--- src/rtl/bep_frame_ctrl.sv ---
// Bit-stream frame controller: hunts for a preamble, collects a 1..16 bit payload,
// then holds it for a ready/valid handshake while tracking overrun and timeout errors.
module bep_frame_ctrl #(
    parameter logic [7:0] PREAMBLE = 8'hD5,
    parameter int         TIMEOUT  = 200
) (
    input  logic        clk,
    input  logic        rst,
    input  logic        ena,
    input  logic        bit_valid,
    input  logic        bit_data,
    input  logic        line_err,
    input  logic [3:0]  frame_len,
    output logic [15:0] frame_data,
    output logic        frame_valid,
    input  logic        frame_ready,
    output logic        overrun,
    output logic        timeout_err,
    input  logic        err_clr,
    output logic [1:0]  state
);
    localparam int GW = $clog2(TIMEOUT + 1);
    localparam logic [GW-1:0] GAP_MAX = GW'(TIMEOUT - 1);

    typedef enum logic [1:0] {HUNT = 2'd0, COLLECT = 2'd1, HOLD = 2'd2} state_t;

    state_t          st_q;
    logic [7:0]      hunt_q;
    logic [4:0]      bit_cnt;
    logic [GW-1:0]   gap_cnt;
    logic [3:0]      len_q;
    logic [7:0]      hunt_nxt;

    assign hunt_nxt = {hunt_q[6:0], bit_data};
    assign state    = st_q;

    always_ff @(posedge clk or posedge rst) begin
        if (rst) begin
            st_q        <= HUNT;
            hunt_q      <= '0;
            bit_cnt     <= '0;
            gap_cnt     <= '0;
            len_q       <= '0;
            frame_data  <= '0;
            frame_valid <= 1'b0;
            overrun     <= 1'b0;
            timeout_err <= 1'b0;
        end else if (ena) begin
            // Clear first so a set event later in this block wins.
            if (err_clr) begin
                overrun     <= 1'b0;
                timeout_err <= 1'b0;
            end
            case (st_q)
                HUNT: begin
                    if (line_err) begin
                        hunt_q <= '0;
                    end else if (bit_valid) begin
                        if (hunt_nxt == PREAMBLE) begin
                            st_q       <= COLLECT;
                            hunt_q     <= '0;
                            bit_cnt    <= '0;
                            gap_cnt    <= '0;
                            frame_data <= '0;
                            len_q      <= frame_len;
                        end else begin
                            hunt_q <= hunt_nxt;
                        end
                    end
                end
                COLLECT: begin
                    if (line_err) begin
                        st_q   <= HUNT;
                        hunt_q <= '0;
                    end else if (bit_valid) begin
                        frame_data <= {frame_data[14:0], bit_data};
                        bit_cnt    <= bit_cnt + 5'd1;
                        gap_cnt    <= '0;
                        // Count before this bit equal to len means this is bit len+1.
                        if (bit_cnt == {1'b0, len_q}) begin
                            st_q        <= HOLD;
                            frame_valid <= 1'b1;
                        end
                    end else if (gap_cnt == GAP_MAX) begin
                        st_q        <= HUNT;
                        hunt_q      <= '0;
                        timeout_err <= 1'b1;
                    end else begin
                        gap_cnt <= gap_cnt + 1'b1;
                    end
                end
                HOLD: begin
                    if (frame_ready) begin
                        st_q        <= HUNT;
                        frame_valid <= 1'b0;
                        hunt_q      <= bit_valid ? {7'd0, bit_data} : 8'd0;
                    end else if (bit_valid) begin
                        overrun <= 1'b1;
                    end
                end
                default: begin
                    st_q        <= HUNT;
                    hunt_q      <= '0;
                    frame_valid <= 1'b0;
                end
            endcase
        end
    end
endmodule

--- config.mk ---
export PLATFORM = sky130hd
export DESIGN_NAME = bep_frame_ctrl
export DESIGN_NICKNAME = d
export VERILOG_FILES = /design/src/rtl/bep_frame_ctrl.sv
export SDC_FILE = /design/constraint.sdc
export NUM_CORES = 1
export LEC_CHECK = 0
export ABC_AREA = 1
export CAP_MARGIN = 0
export CORE_MARGIN = 10
export CORE_UTILIZATION = 49
export DETAILED_ROUTE_END_ITERATION = 7
export MAX_ROUTING_LAYER = met4
export PLACE_DENSITY = 0.76
export SLEW_MARGIN = 20
export SYNTH_ARGS = -nofsm -noshare
export SYNTH_HDL_FRONTEND = slang
export SYNTH_SLANG_ARGS = --single-unit
--- constraint.sdc ---
create_clock -name clk -period 1.47 [get_ports clk]
set_input_delay 0.3675 -clock clk [delete_from_list [all_inputs] [get_ports clk]]
set_output_delay 0.3675 -clock clk [all_outputs]
set_load 0.01 [all_outputs]
**After elaboration in Yosys (flattened, before gate mapping)**

Cells that the tools add are included.

- Input port bits: 12
- Bits in registers: 45

- Equality and inequality tests: 18
- Muxes and demuxes: 51
- Add/subtract/negate cells: 2
- Bitwise operators: 2
- Reduce and logical (&&, ||, !) cells: 8

Operators by type and width:

| operator | number |
|---|---|
| 16-bit two-way mux | 5 |
| 7-bit two-way mux | 7 |
| 8-bit two-way mux | 6 |
| 16-bit case mux with 2 select lines | 1 |
| 5-bit two-way mux | 5 |
| 7-bit case mux with 3 select lines | 1 |
| 7-bit AND reduction | 3 |
| 8-bit equality test (second input constant) | 2 |
| 2-bit two-way mux | 8 |
| 8-bit case mux with 2 select lines | 1 |
| 1-bit two-way mux | 14 |
| 2-bit inequality test (second input constant) | 7 |
| 3-bit inequality test (second input constant) | 4 |
| 5-bit case mux with 2 select lines | 1 |
| 5-bit AND reduction | 2 |
| 8-bit by 1-bit adder with 8-bit output (second input constant) | 1 |
| 4-bit inequality test (second input constant) | 2 |
| 2-bit case mux with 3 select lines | 1 |
| 6-bit AND reduction | 1 |
| 5-bit by 1-bit adder with 5-bit output (second input constant) | 1 |
| 5-bit by 4-bit equality test with 1-bit output | 1 |
| 1-bit case mux with 3 select lines | 1 |
| 2-bit by 1-bit equality test with 1-bit output (second input constant) | 1 |
| 2-bit equality test (second input constant) | 1 |
| other kinds (3) | 4 |

**Logic depth before layout (Yosys ltp)**

- Word-level depth: 5
- Depth in mapped cells: 10
- Depth with buffers taken out: 10

**Least setup slack after synthesis**

Ideal clock, no wire load.

- Path type: reg-to-reg
- Start: register gap_cnt[0]
- End: register gap_cnt[2]
- Cell stages (with the launch flop): 11
- Path buffers: 1
- Required time: 1352 ps
- Setup slack: 72 ps
- Period minus slack after synthesis: 1398 ps
- Setup time: 118 ps
- Data arrival time: 1281 ps
- Cell sequence: dfrtp_1 ha_1 nand2_1 nor2_1 nand2_1 nor2_2 nor2_2 nand2_4 buf_6 nand2_1 o21ai_2

- Word-level cells in the longest chain between the ends: 5

Ends and longest elaborated chain:

| element | RTL line | source |
|---|---|---|
| start: declaration | 30 | `logic [GW-1:0] gap_cnt;` |
| start signal: assignment | 89 | `gap_cnt <= gap_cnt + 1'b1;` |
| 8-bit by 1-bit adder with 8-bit output | 89 |  |
| 8-bit two-way mux | 84 | `end else if (gap_cnt == GAP_MAX) begin` |
| 8-bit two-way mux | 75 | `end else if (bit_valid) begin` |
| 8-bit two-way mux | 72 | `if (line_err) begin` |
| 8-bit case mux with 2 select lines | 54 | `case (st_q)` |

Parallel ways exist; a longest one is shown, timed or not. The select of a mux whose other input is x is not followed.
A chain may end at the register's enable or synchronous reset.

**Worst setup path after layout**

- Start: input port bit_data
- End: register bit_cnt[0]

- Word-level cells in the longest chain between the ends: 3

Ends and longest elaborated chain:

| element | RTL line | source |
|---|---|---|
| start: declaration | 11 | `input logic bit_data,` |
| 8-bit equality test | 59 | `if (hunt_nxt == PREAMBLE) begin` |
| 2-bit inequality test (no line) | - |  |
| 7-bit AND reduction (no line) | - |  |
| end signal: assignment | 77 | `bit_cnt <= bit_cnt + 5'd1;` |
| end: declaration | 29 | `logic [4:0] bit_cnt;` |

Every way passes these cells.

==> impl_results.md <==
- Mapped Nets: between 300 and 400
- Failing checks: negative setup slack
- Synth cell count leaders: nand2_1, dfrtp_1, nand3_1, inv_1, nor2_1
- Sw Share: 39.63%
- Cell mode on critical path: nand2_1
- Clock network power share: around a fifth
- Initial antenna violation count: 0
- Total gr overflow: 0
- Layout area overhead: 38.59%
- Area after DPL: approximately 2900 sq um
- Inst Count DP: about 400
- Worst skew pair latency: 0.30 ns
- Synth Area per Inst: 7.968 sq um
- Ys flop type: dfrtp_1
- Synth unique cells: 30
- Ys async rst share: 100.0%
- Post-DR vias/cell: 5.143
- Final GP Congestion: 0.9244
- Unrepaired setup endpoints after global routing: yes
- Crit path cell chain: clkdlybuf4s50_1, nand2_1, nor2_2, nand2_1, nand2_4, nand3_4, clkbuf_16, nand2_1, o21ai_1
- Yosys top cell by area: dfrtp_1
- Critical R2R Capture: gap_cnt[3]
- Vias in the first global route: 2,158
- Max Cap Viol: 0
- First-pass GRT wire length: around 9.7 mm
- Sequential-to-total area share from yosys stat: 48.23%
- Final ANT Viol Nets: 0
- Final core utilization: 69.42%
- Die Span Y: 89.03 um
- Layout cell share with drive strength beyond 1: a little over a quarter
- Leakage Power: about 1.6 nW
- Reg2reg setup slack: -0.01 ns
- # DRC: 0
- CTS root buffer: clkbuf_8
- Die width: a little under 90 um
- Iteration count of the initial detailed-routing pass: 4
- Sequential share of power: 35.5%
- Post-synth EDFFs: 0
- Critical path buffers and inverters: 2
- WP data required: 1.66 ns
- Nets: 378
- Final period util: 102.8%
- I/O pin total: 33
- VDD IR-drop max: 0.8349 mV
- Max-slew violations: 0
- Yosys warns: 0
- Synthesized flop and latch total: 45
- Crit path DAT: 1.70 ns
- Clk_skew: about 0.0083 ns
- Largest cells by area after synthesis: dfrtp_1, nand2_1, nand3_1, o21ai_2, inv_1
- Critical path's slowest cell: clkdlybuf4s50_1
- Critical path fanouts, max: 12
- Most numerous cell in the Yosys netlist: nand2_1
- Initial core utilization: 50.09%
- Power Density: approximately 1300 nW/um^2
- Place WS: -0.3770 ns
- Hpwl dp: about 3.7 mm
- Worst r2r src: state[1]
- DIE AREA: 7925 sq um
- Final Hold Vio Count: 0
- CTS tree: built
- Final worst setup slack: -0.04053 ns
- H-tree levels: 2
- Gate count after technology mapping: about 290
- Multi-input logic area: 1187 sq um
- Slew @ Worst Pin: 0.3015 ns
- Clk buf depth: 2
- Routed WL: 6.063 mm
- Cell Count, Final, Fillers Out: roughly 420
- Switching pwr: 1.660 mW
- Filler cell count in the final layout: 353
- Relative slew slack: 79.64%
- Wire length per cell: 14.47 um
- PortBufs: 32
- Kind of critical path: primary input to flip-flop
- Minimum clock period after layout: 1.511 ns
- Startpoint Class: primary input
- Via count: roughly 2,200
- Largest delay share family, worst path: buffers and inverters
- # setup viols final: 21
- HP Class: primary input to async pin
- Critical Path Max Stage Delay: 0.49 ns
- Post-Synthesis Cell Area: 2335 sq um
- Final std cell area, no fill: approximately 3200 sq um
- Pin count of the biggest net entering global routing: 46
- Antenna diodes: 0
- Register area: 1129 sq um
- Fmax: 0.6620 GHz
- Floorplan core area: 4661 sq um
- Cell Rows: 25
- Clock transition at path regs: around 0.1 ns
- Drt initial violations: 119
- Post-synth top area share: approximately 48%
- Gr usage total: 15.70%
- Reg2reg path depth: 8
- Status: finished, violations left
- Kind of end point of the critical path: flip-flop
- Sink Count: 45
- Combinational share of power: 45.4%
- Number of buffers inserted by hold repair at cts: 0
- CTS Buf Count: 5
- Cell Int Power: ~2.5 mW
[final cells by class]
class	instances	area share (%)
clock buffers	5	2.127
inverters	27	3.519
multi-input cells	216	36.70
flip-flops and latches	45	34.88
well taps	54	2.088
clock inverters	3	0.6574
repair buffers	69	20.03
[power by group through the flow]
stage               clock network (mW)  logic, mW  registers (mW)
finish                           0.799       1.90            1.49
global route                     0.852       2.06            1.51
CTS                              0.818       1.63            1.48
detailed placement                   0       1.40            1.54
global placement                     0       1.37            1.53
floorplan                            0      0.788            1.56
[flip-flops by register name (all words and copies together), names as in the netlist]
signal,count
bit_cnt,5
frame_data,16
frame_valid,1
gap_cnt,8
hunt_q,7
len_q,4
overrun,1
state,2
timeout_err,1
[per-stage QoR]
stage	TNS, ns	power [mW]	hold WS [ns]
global route	-2.539	4.423	0.4523
finish	-0.4147	4.187	0.3972
global placement	-11.35	2.908	0.4533
detailed placement	-12.87	2.935	0.4704
floorplan	0	2.349	0.4530
CTS	-0.01378	3.928	0.4176
[placed cells by master, fill, tap and decap left out, types with 2 or more instances in the layout]
cell	n
o21ai_2	9
o21ai_0	9
inv_2	3
nand2_1	93
dlygate4sd2_1	23
buf_4	30
buf_12	4
dfrtp_1	43
nand2_4	4
nor2_1	10
clkbuf_8	5
xor2_1	4
inv_1	19
nand3_1	29
nor2_2	5
dfrtp_2	2
clkdlybuf4s50_1	7
nor2_4	6
nand4_1	7
inv_4	3
nand2_2	10
or2_2	4
inv_6	2
a21oi_1	3
buf_6	3
o21bai_1	3
o21ai_1	9
nand2_8	2
[metal layers]
metal / vias up / share of wire [%] / track usage [%]
li1: 1088 / - / -
met1: 1007 / 44 / 17.63
met2: 53 / 50 / 26.86
met3: 7 / 4.8 / 3.737
met4: 0 / 1.2 / 5.347
met5: - / 0 / -
[cells by family after synthesis]
logic type / after synthesis / synth area share, %
buf+inv: 34 / 6.645
flops: 45 / 48.23
xor+xnor: 4 / 1.500
fa+ha+maj: 2 / 1.072
simple gates: 172 / 32.64
compound gates: 36 / 9.915
[what timing repair did]
item | in CTS | in global routing
resized for setup | 38 | 31
buffers inserted | 6 | 4
pin swaps | 5 | 16
setup endpoints to repair | 37 | 41
cloned | 2 | 1
[how the worst max path moves through the flow]
stage	startpoint	to	slack [ns]	cells past startpoint
finish	bit_data	bit_cnt[0]	-0.04	9
CTS	state[1]	gap_cnt[6]	-0.01	7
floorplan	rst	bit_cnt[0]	0.04	1
global route	state[0]	hunt_q[0]	-0.11	10
global placement	line_err	hunt_q[0]	-0.31	9
detailed placement	bit_valid	hunt_q[3]	-0.38	8
[tightest hold or removal path, cell delays in order]
cell,delay [ns]
clkdlybuf4s50_1,0.41
clkinv_1,0.07
buf_12,0.24
(Power assumes the default switching activity.)
